<file path="src/rtl/dest_select_pipe.sv">
// dest_select_pipe
// Chooses the destination register of the decode-stage instruction and carries
// it through a STAGES-deep in-flight pipeline up to write-back. Each decode
// source operand is compared against the in-flight destinations. The youngest
// matching stage is reported so that decode can stall or forward.
//
// Handshake: at a rising edge with adv=1 and flush=0, the decode instruction
// (in_valid, A/B/sel) is captured into stage 0, and every stage moves down by
// one. At an edge with adv=0, nothing moves and the decode instruction is not
// captured; upstream must hold it. flush=1 invalidates every stage and takes
// priority over adv. The decode instruction presented on a flush edge is
// dropped.
module dest_select_pipe #(
    parameter int ADDR_W   = 6,
    parameter int STAGES   = 3,
    parameter int LINK_REG = 31,
    parameter int ZERO_REG = 0
) (
    input  logic              clk,
    input  logic              rst,
    input  logic              adv,
    input  logic              flush,
    input  logic              in_valid,
    input  logic [ADDR_W-1:0] A,
    input  logic [ADDR_W-1:0] B,
    input  logic [1:0]        sel,
    input  logic [ADDR_W-1:0] src1,
    input  logic [ADDR_W-1:0] src2,
    input  logic              src1_used,
    input  logic              src2_used,
    output logic [ADDR_W-1:0] dest,
    output logic              hazard,
    output logic [STAGES-1:0] hit1,
    output logic [STAGES-1:0] hit2,
    output logic [ADDR_W-1:0] wb_dest,
    output logic              wb_valid
);

    // Out-of-range register constants or depths are rejected at elaboration.
    generate
        if (LINK_REG < 0 || LINK_REG >= (1 << ADDR_W)) begin : g_bad_link
            $error("LINK_REG does not fit in ADDR_W bits");
        end
        if (ZERO_REG < 0 || ZERO_REG >= (1 << ADDR_W)) begin : g_bad_zero
            $error("ZERO_REG does not fit in ADDR_W bits");
        end
        if (STAGES < 2 || STAGES > 8) begin : g_bad_stages
            $error("STAGES must be in 2..8");
        end
    endgenerate

    localparam logic [ADDR_W-1:0] LINK_A = ADDR_W'(LINK_REG);
    localparam logic [ADDR_W-1:0] ZERO_A = ADDR_W'(ZERO_REG);

    // Stage 0 is the youngest entry (EX). Stage STAGES-1 is write-back.
    logic [ADDR_W-1:0] r_dest [STAGES];
    logic [STAGES-1:0] r_valid;

    logic [ADDR_W-1:0] w_dest;
    logic              w_wr;
    logic [STAGES-1:0] w_match1;
    logic [STAGES-1:0] w_match2;

    // Destination mux and write qualification. A write to the zero register becomes a bubble.
    always_comb begin
        w_dest = '0;
        case (sel)
            2'b00:   w_dest = A;
            2'b01:   w_dest = B;
            2'b10:   w_dest = LINK_A;
            default: w_dest = '0;
        endcase
        w_wr = in_valid && (sel != 2'b11) && (w_dest != ZERO_A);
    end

    // In-flight stage register: flush clears valids (dests hold), adv shifts, otherwise freeze.
    always_ff @(posedge clk or posedge rst) begin
        if (rst) begin
            r_valid <= '0;
            for (int i = 0; i < STAGES; i++) begin
                r_dest[i] <= '0;
            end
        end else if (flush) begin
            r_valid <= '0;
        end else if (adv) begin
            r_dest[0]  <= w_dest;
            r_valid[0] <= w_wr;
            for (int i = 1; i < STAGES; i++) begin
                r_dest[i]  <= r_dest[i-1];
                r_valid[i] <= r_valid[i-1];
            end
        end
    end

    // Raw per-stage RAW matches for both source operands.
    always_comb begin
        w_match1 = '0;
        w_match2 = '0;
        for (int i = 0; i < STAGES; i++) begin
            w_match1[i] = src1_used && (src1 != ZERO_A) && r_valid[i] && (r_dest[i] == src1);
            w_match2[i] = src2_used && (src2 != ZERO_A) && r_valid[i] && (r_dest[i] == src2);
        end
    end

    // Isolate the youngest match. Scanning from oldest to youngest lets the lowest index win.
    always_comb begin
        hit1 = '0;
        hit2 = '0;
        for (int i = STAGES - 1; i >= 0; i--) begin
            if (w_match1[i]) begin
                hit1 = STAGES'(1) << i;
            end
            if (w_match2[i]) begin
                hit2 = STAGES'(1) << i;
            end
        end
    end

    assign dest     = w_dest;
    assign hazard   = (|w_match1) | (|w_match2);
    assign wb_dest  = r_dest[STAGES-1];
    assign wb_valid = r_valid[STAGES-1];

endmodule

</file>
<file path="config.mk">
export PLATFORM = sky130hd
export DESIGN_NAME = dest_select_pipe
export DESIGN_NICKNAME = d
export VERILOG_FILES = /design/src/rtl/dest_select_pipe.sv
export SDC_FILE = /design/constraint.sdc
export NUM_CORES = 1
export LEC_CHECK = 0
export CAP_MARGIN = 25
export CORE_AREA = 8 8 65 67
export DETAILED_ROUTE_END_ITERATION = 7
export DIE_AREA = 0 0 73 75
export HOLD_SLACK_MARGIN = 0.12
export PLACE_DENSITY = 0.82
export SYNTH_ARGS = -nofsm -noshare
export SYNTH_HDL_FRONTEND = slang
export SYNTH_SLANG_ARGS = --single-unit
</file>
<file path="constraint.sdc">
create_clock -name clk -period 6.21 [get_ports clk]
set_clock_uncertainty 0.2 [all_clocks]
set_input_delay 0.9315 -clock clk [delete_from_list [all_inputs] [get_ports clk]]
set_output_delay 0.9315 -clock clk [all_outputs]
set_load 0.005 [all_outputs]
</file>
## Word-level counts from Yosys, hierarchy flattened

Index checks and enable logic that the tools add are counted.

| word-level totals | value |
|---|---|
| flip-flop bits (word level) | 21 |

| operators by class | value |
|---|---|
| reduce and logical (&&, ||, !) cells | 24 |
| equal/unequal tests | 9 |
| muxes and demuxes | 9 |
| bitwise gates (word level) | 2 |

Operator list:

| kind | number |
|---|---|
| $eq 6x6->1 | 6 |
| $mux 3 | 8 |
| $pmux 6 s3 | 1 |
| $reduce_bool 6->1 | 3 |
| $logic_and 1x1->1 | 16 |
| $reduce_or 3->1 | 2 |
| $eq 2x1->1 const B | 1 |
| $eq 2x2->1 const B | 1 |
| $logic_not 2->1 | 1 |
| $ne 2x2->1 const B | 1 |
| $reduce_and 2->1 | 1 |
| $reduce_bool 2->1 | 1 |
| $not 1->1 | 1 |
| $or 1x1->1 | 1 |

## Logic depth before layout (Yosys ltp)

Gate-level depths: netlist of run 1.

| depth | value |
|---|---|
| depth in word-level cells | 7 |
| gate-level depth with buffers | 6 |
| mapped depth without buffers | 5 |

## Worst setup path after synthesis of run 1

OpenSTA, ideal clock, no wires.

| timing | value |
|---|---|
| path kind | input to output |
| start | in src2[0] |
| end | out hazard |
| data arrival time | 2336 ps |
| setup slack | 2743 ps |
| cell stages on the path | 5 |
| cell sequence | or4_4 -> o31ai_4 -> nor3_2 -> nand2b_1 -> or4_1 |

| between the ends | value |
|---|---|
| longest elaborated chain between the ends | 6 |
| elaborated cells between the ends (all ways) | 13 |
| those cells by class | 3 x eq/ne; 1 x bitwise; 9 x reduce/logical |

RTL lines:

| element | line | RTL |
|---|---|---|
| start: declaration | 28 | `input logic [ADDR_W-1:0] src2,` |
| $reduce_bool 6->1 | 101 | `w_match2[i] = src2_used && (src2 != ZERO_A) && r_valid[i] && (r_dest[i] == src2);` |
| $logic_and 1x1->1 (3 in series) | 101 |  |
| $reduce_or 3->1 * | 120 | `assign hazard = (\|w_match1) \| (\|w_match2);` |
| $or 1x1->1 * | 120 |  |
| end: declaration | 32 | `output logic hazard,` |

Every way passes the cells marked *; elsewhere a longest branch is shown, timed or not.

## Worst setup path in the final report of run 1

Same ends and word-level chain as after synthesis.

==> results of run 1 <==
## cells in the mapped netlist
library cell / n / area share, %
nand3b_1: 3 / 1.5
nand4_1: 8 / 3.3
mux2_2: 18 / 14
dfrtp_1: 21 / 35
mux2i_1: 3 / 2.0
or3_2: 1 / 0.50
nor3_2: 1 / 0.67
nor3_1: 2 / 0.67
nor4_1: 1 / 0.42
or4_1: 5 / 2.5
nand2_1: 3 / 0.75
nor3b_1: 1 / 0.50
o21ai_0: 1 / 0.33
nor2_1: 9 / 2.3
o31ai_4: 2 / 2.8
nand2b_1: 3 / 1.3
o221ai_1: 1 / 0.59
a21oi_1: 2 / 0.67
inv_1: 1 / 0.25
buf_4: 6 / 3.0
clkbuf_1: 4 / 1.0
or4_4: 1 / 0.75
nand3_1: 4 / 1.3
nor2b_1: 2 / 0.84
o21bai_1: 2 / 1.0
o2bb2ai_1: 2 / 1.2
xnor2_1: 30 / 18
xor2_1: 6 / 3.5
## sequential cells by signal, summed over array words and instances, names as in the netlist
register and flops:
r_dest 12, wb_dest 6, r_valid 3
## logic make-up (layout without fill, tap and decap cells)
family | count (synthesis) | after routing | share of synthesized area [%]
AOI/OAI and AO/OA | 10 | 10 | 6.61
xor gates and xnor gates | 36 | 36 | 21.1
buffers and inverters | 11 | 57 | 4.27
DFF | 21 | 21 | 35.1
muxes | 21 | 21 | 15.6
and+or+nand+nor | 44 | 44 | 17.3
## where the power goes
part	switching (mW)	internal [mW]	total, mW	leakage [nW]
Clock	0.0418	0.0250	0.0669	0.0150
Combinational	0.0626	0.116	0.179	0.483
Sequential	0.0429	0.167	0.210	0.261
Total	0.147	0.308	0.455	0.759
## metal layers
layer / vias up / part of all wire [%] / wire [microns]
met2: 53 / 47 / 1840
met1: 589 / 43 / 1660
met5: - / 0 / 0
li1: 596 / - / -
met4: 0 / 1.1 / 42
met3: 2 / 8.7 / 340
## layout make-up
cell class	count	area, sq um	share of cell area (%)
timing repair buffer	52	520	25.5
tap	46	57.6	2.82
sequential	21	526	25.8
clock buffer	4	26.3	1.29
multi-input combinational	111	906	44.4
inverter	1	3.75	0.184
## worst max path at each step
stage	cells after the start	to	startpoint	slack, ns
after floorplan	5	hazard	src2[0]	2.74
after global placement	7	hazard	src2[1]	1.73
after detailed placement	7	hazard	src2[0]	1.65
after CTS	7	hazard	src2[0]	1.65
after global routing	7	hazard	src2[0]	1.59
final	7	hazard	src2[0]	1.66
## per-stage QoR
stage          total power, mW  cells
4_1_cts                  0.460    235
6_report                 0.455    235
5_1_grt                  0.482    235
2_1_floorplan            0.324    143
3_3_place_gp             0.389    231
3_5_place_dp             0.393    231
## critical path: cells and delay by family
kind | cells | cell delay, ns
simple gates | 4 | 1.26
buf+inv | 2 | 0.97
compound gates | 1 | 0.25
==> flow_summary_export.csv, run 1 <==
group,metric,value,unit
run_status,status,"completed",
synth,avgSynthCellArea,10.5,sq um
finish,fillers,294,
worst_setup_path,timing.rr.start,"wb_dest[2]$_DFFE_PP0P_",
worst_setup_path,slowest_stage,"or4_4",
floorplanning,die_x,73,microns
timing,timing.fmax,0.220,GHz
global_route,use_met3,4.53,%
floorplanning,num_rows,21,
floorplanning,ioPinCount,53,
floorplanning,initial_utilization,46.3,%
floorplanning,core,3230,sq um
worst_setup_path,cp_cell_sequence,"clkdlybuf4s50_1 > or4_4 > o31ai_4 > or3_2 > nand2b_1 > or4_1 > clkdlybuf4s50_1",
global_route,use_met1,16.5,%
synth,synth_area,1500,sq um
placement,io_buffers,52,
timing,setup_viol,0,
global_route,grtUsageTotal,14.7,%
clocking,cts_tree,"built",
worst_setup_path,regToRegSetupSlack,5.16,ns
timing,fin_setup_tns,0,ns
global_route,grt-busiest-layer,"met2",
clocking,post_cts_resized,0,
finish,syn_to_final_growth,36.4,%
synth,synth.distinct_cells,28,
route,post-route-drc-count,0,
worst_setup_path,crit_arrival,3.42,ns
timing,fin_crit,4.55,ns
global_route,grt_pass1_vias,1349,
worst_setup_path,ff2ff_path_depth,1,
timing,tightest_slew,0.856,ns
finish,nNetsFinal,223,
worst_hold_path,hold_start,"r_valid[0]$_DFFE_PP0P_",
route,drtIter0Drc,45,
global_route,use_met2,24.7,%
timing,hold_slack,0.406,ns
timing,fin_ws,1.66,ns
worst_setup_path,cp_slowest_stage_delay,0.59,ns
clocking,clkTransAtPathRegs,0.11,ns
power,powerDensity,223,nW/um^2
timing,grt_setup_unrepaired,"no",
route,drtPass1Iterations,4,
placement,dpl_worst_slack,1.65,ns
worst_setup_path,cp-end-kind,"primary output",
global_route,antenna_found_initial,0,
worst_setup_path,critical_path_class,"in -> out",
finish,diodes,0,
route,via_per_inst,5.28,
worst_setup_path,start_kind,"input pin",
worst_setup_path,path_max_fanout,4,
placement,place_congestion,0.888,
synth,yosysWarnings,0,
global_route,grt.overflow.total,0,
global_route,grt_first_pass_wirelength,6.37,mm
route,wl_per_cell,16.5,microns
timing,finalMaxSlewViolations,0,
finish,final_util,63.1,%
worst_hold_path,worstHoldEndpoint,"r_valid[0]$_DFFE_PP0P_",
placement,hpwlAfterDp,3.23,mm
synth,syn_inst,143,
run,cap_viol_max_count,0,
finish,layout_commonest_cell,"clkdlybuf4s50_1",
worst_hold_path,hold_class,"reg -> reg",
timing,slew_headroom,42.9,%
clocking,clock_path_buffers,2,
finish,final_cell_mix,"clkdlybuf4s50_1 (52), xnor2_1 (30), dfrtp_1 (21), mux2_2 (18), nor2_1 (9)",
power,irDropWorstVdd,0.0000974,V
clocking,h-tree-depth,1,
synth,syn-num-nets,176,
synth,yosysSeqAreaShare,35.1,%
global_route,grt_max_degree,22,
power,leakagePower,0.759,nW
worst_setup_path,cp.required,5.08,ns
synth,ys_ff_latch,21,
clocking,clkSinkCount,21,
clocking,clk_root_buffer_cell,"clkbuf_4",
floorplanning,die_y,75,microns
clocking,cts_hold_buf,0,
clocking,cts-buffers-inserted,3,
finish,final_cell_area,2040,sq um
route,drt_wl_total,3.89,mm
clocking,post-cts-setup-buffers,0,
worst_setup_path,reg2reg_to,"wb_dest[2]$_DFFE_PP0P_",
timing,fin_crit_sh,73.3,%
floorplanning,die-area,5480,sq um
worst_hold_path,min_delay_path_depth,2,
route,ant_nets,0,
timing,hold_violations,0,
finish,drive_above_1_share,13.8,%
placement,place_area,2010,sq um
worst_setup_path,cpMostUsedCell,"clkdlybuf4s50_1",
clocking,clock_latency,0.30,ns
route,vias,1240,
(Power assumes the default switching activity.)
==> inputs of run 2 (changes only) <==
--- a/config.mk
+++ b/config.mk
@@ -6,11 +6,11 @@
 export NUM_CORES = 1
 export LEC_CHECK = 0
 export CAP_MARGIN = 25
-export CORE_AREA = 8 8 65 67
+export CORE_AREA = 8 8 67 69
 export DETAILED_ROUTE_END_ITERATION = 7
-export DIE_AREA = 0 0 73 75
+export DIE_AREA = 0 0 75 77
 export HOLD_SLACK_MARGIN = 0.12
-export PLACE_DENSITY = 0.82
+export PLACE_DENSITY = 0.77
 export SYNTH_ARGS = -nofsm -noshare
 export SYNTH_HDL_FRONTEND = slang
 export SYNTH_SLANG_ARGS = --single-unit
==> constraint.sdc (replaced) <==
create_clock -name clk -period 4.7 [get_ports clk]
set_clock_uncertainty 0.2 [all_clocks]
set_input_delay 0.705 -clock clk [delete_from_list [all_inputs] [get_ports clk]]
set_output_delay 0.705 -clock clk [all_outputs]
set_load 0.005 [all_outputs]
==> flow_summary_export.csv, run 2 (synthesis results as in run 1) <==
group,metric,value,unit
worst_setup_path,ff2ff_path_depth,1,
global_route,antenna_found_initial,0,
worst_setup_path,crit_family,"simple AND/OR/NAND/NOR gates",
floorplanning,ioPinCount,53,
finish,largest_reg_flops,12,
power,p_seq_share,46.5,%
finish,drive_above_1_share,14.3,%
run,cap_viol_max_count,0,
global_route,grt_max_degree,22,
placement,io_buffers,52,
worst_hold_path,hold_start,"r_valid[2]$_DFFE_PP0P_",
timing,tightest_slew,0.826,ns
global_route,grt_pass1_vias,1364,
clocking,cts_tree,"built",
worst_setup_path,cp.depth,7,
worst_hold_path,min_delay_path_depth,2,
floorplanning,initial_utilization,42.8,%
timing,timing.fmax,0.243,GHz
power,p_comb_share,39.4,%
worst_setup_path,cp-end-kind,"primary output",
worst_setup_path,slowest_stage,"or4_4",
global_route,grtUsageTotal,13.6,%
clocking,clkSinkCount,21,
worst_setup_path,path_max_fanout,4,
run_status,status,"completed",
clocking,clock_path_buffers,2,
finish,final_cell_mix,"clkdlybuf4s50_1 (52), xnor2_1 (30), dfrtp_1 (21), mux2_2 (18), nor2_1 (9)",
finish,layout.cells.non_filler,237,
power,swShare,32.5,%
clocking,cts-buffers-inserted,3,
route,ant_nets,0,
global_route,grt_first_pass_wirelength,6.40,mm
worst_setup_path,cp.required,3.80,ns
floorplanning,die_y,77,microns
finish,final_cell_area,2040,sq um
clocking,h-tree-depth,1,
timing,fin_crit_sh,87.5,%
clocking,post_cts_resized,0,
finish,diodes,0,
floorplanning,die_x,75,microns
placement,place_area,2020,sq um
floorplanning,core,3500,sq um
timing,fin_crit,4.11,ns
placement,dp.cells,233,
worst_setup_path,regToRegSetupSlack,3.64,ns
timing,grt_setup_unrepaired,"no",
finish,layout_commonest_cell,"clkdlybuf4s50_1",
timing,slew_headroom,44.9,%
route,wl_per_cell,17.1,microns
route,drtPass1Iterations,4,
clocking,cts_hold_buf,0,
route,drtIter0Drc,30,
clocking,post-cts-setup-buffers,0,
worst_setup_path,critPathBufInv,2,
route,drt_wl_total,4.06,mm
timing,fin_setup_tns,0,ns
worst_hold_path,worstHoldEndpoint,"r_valid[2]$_DFFE_PP0P_",
finish,regMostFlops,"r_dest",
worst_setup_path,cp_slowest_stage_delay,0.58,ns
finish,syn_to_final_growth,36.7,%
worst_setup_path,cp_cell_sequence,"clkdlybuf4s50_1 > or4_4 > o31ai_4 > nor3_2 > nand2b_1 > or4_1 > clkdlybuf4s50_1",
route,via_per_inst,5.35,
worst_setup_path,crit_arrival,3.21,ns
timing,hold_violations,0,
worst_hold_path,hold_class,"reg -> reg",
power,p_switching,0.195,mW
worst_setup_path,timing.rr.start,"r_dest[9]$_DFFE_PP0P_",
power,leakagePower,0.762,nW
worst_setup_path,start_kind,"input pin",
power,clkPwrFrac,14.1,%
placement,hpwlAfterDp,3.40,mm
finish,nNetsFinal,223,
route,vias,1267,
worst_setup_path,critical_path_class,"in -> out",
timing,setup_viol,0,
power,powerDensity,294,nW/um^2
clocking,clk_root_buffer_cell,"clkbuf_4",
floorplanning,num_rows,22,
placement,place_congestion,0.925,
worst_setup_path,reg2reg_to,"r_dest[9]$_DFFE_PP0P_",
floorplanning,die-area,5780,sq um
clocking,clkTransAtPathRegs,0.12,ns
timing,hold_slack,0.413,ns
global_route,grt.overflow.total,0,
power,internal-power,0.405,mW
route,post-route-drc-count,0,
power,irDropWorstVdd,0.000125,V
worst_setup_path,cpMostUsedCell,"clkdlybuf4s50_1",
clocking,clock_latency,0.30,ns
timing,finalMaxSlewViolations,0,
## run 2: metrics by stage
| stage | util [%] | worst slack, ns | power, mW |
|---|---|---|---|
| 2_1_floorplan | - | 1.69 | 0.428 |
| 3_3_place_gp | 57.7 | 0.698 | 0.512 |
| 3_5_place_dp | 57.7 | 0.595 | 0.521 |
| 4_1_cts | 58.4 | 0.588 | 0.608 |
| 5_1_grt | 58.4 | 0.496 | 0.636 |
| 6_report | 58.4 | 0.587 | 0.601 |
## run 2: how the worst max path moves through the flow
stage	endpoint	from
final	hazard	src2[1]
after global routing	hazard	src2[0]
after CTS	hazard	src2[1]
after global placement	hazard	src2[0]
after floorplan	hazard	src2[0]
after detailed placement	hazard	src2[1]
## run 2: area by class of cell
class | count | area, sq um
clock buffer | 3 | 22.5
clock inverter | 1 | 5.00
fill | 317 | 1450
inverter | 1 | 3.75
multi-input combinational | 111 | 906
sequential | 21 | 526
tap | 48 | 60.1
timing repair buffer | 52 | 520
## run 2: metal layers
| metal | wire length [microns] | vias to the layer above | global-route usage, % |
|---|---|---|---|
| met5 | 0 | - | 0 |
| met4 | 87 | 0 | 4.90 |
| met3 | 378 | 10 | 4.16 |
| met2 | 1930 | 53 | 23.3 |
| met1 | 1670 | 611 | 15.2 |
| li1 | - | 593 | - |
## run 2: power groups by stage
stage / Sequential [mW] / Combinational [mW] / Clock, mW
4_1_cts: 0.279 / 0.240 / 0.0890
3_3_place_gp: 0.280 / 0.232 / 0
5_1_grt: 0.285 / 0.256 / 0.0952
3_5_place_dp: 0.283 / 0.239 / 0
6_report: 0.279 / 0.237 / 0.0847
2_1_floorplan: 0.266 / 0.162 / 0
==> inputs of run 3 (changes only) <==
--- a/config.mk
+++ b/config.mk
@@ -7,6 +7,7 @@
 export LEC_CHECK = 0
 export CAP_MARGIN = 25
 export CORE_AREA = 8 8 67 69
+export CTS_CLUSTER_DIAMETER = 40
 export DETAILED_ROUTE_END_ITERATION = 7
 export DIE_AREA = 0 0 75 77
 export HOLD_SLACK_MARGIN = 0.12
==> results of run 3 <==
Final layout, timing and power as in run 2 (identical DEF).
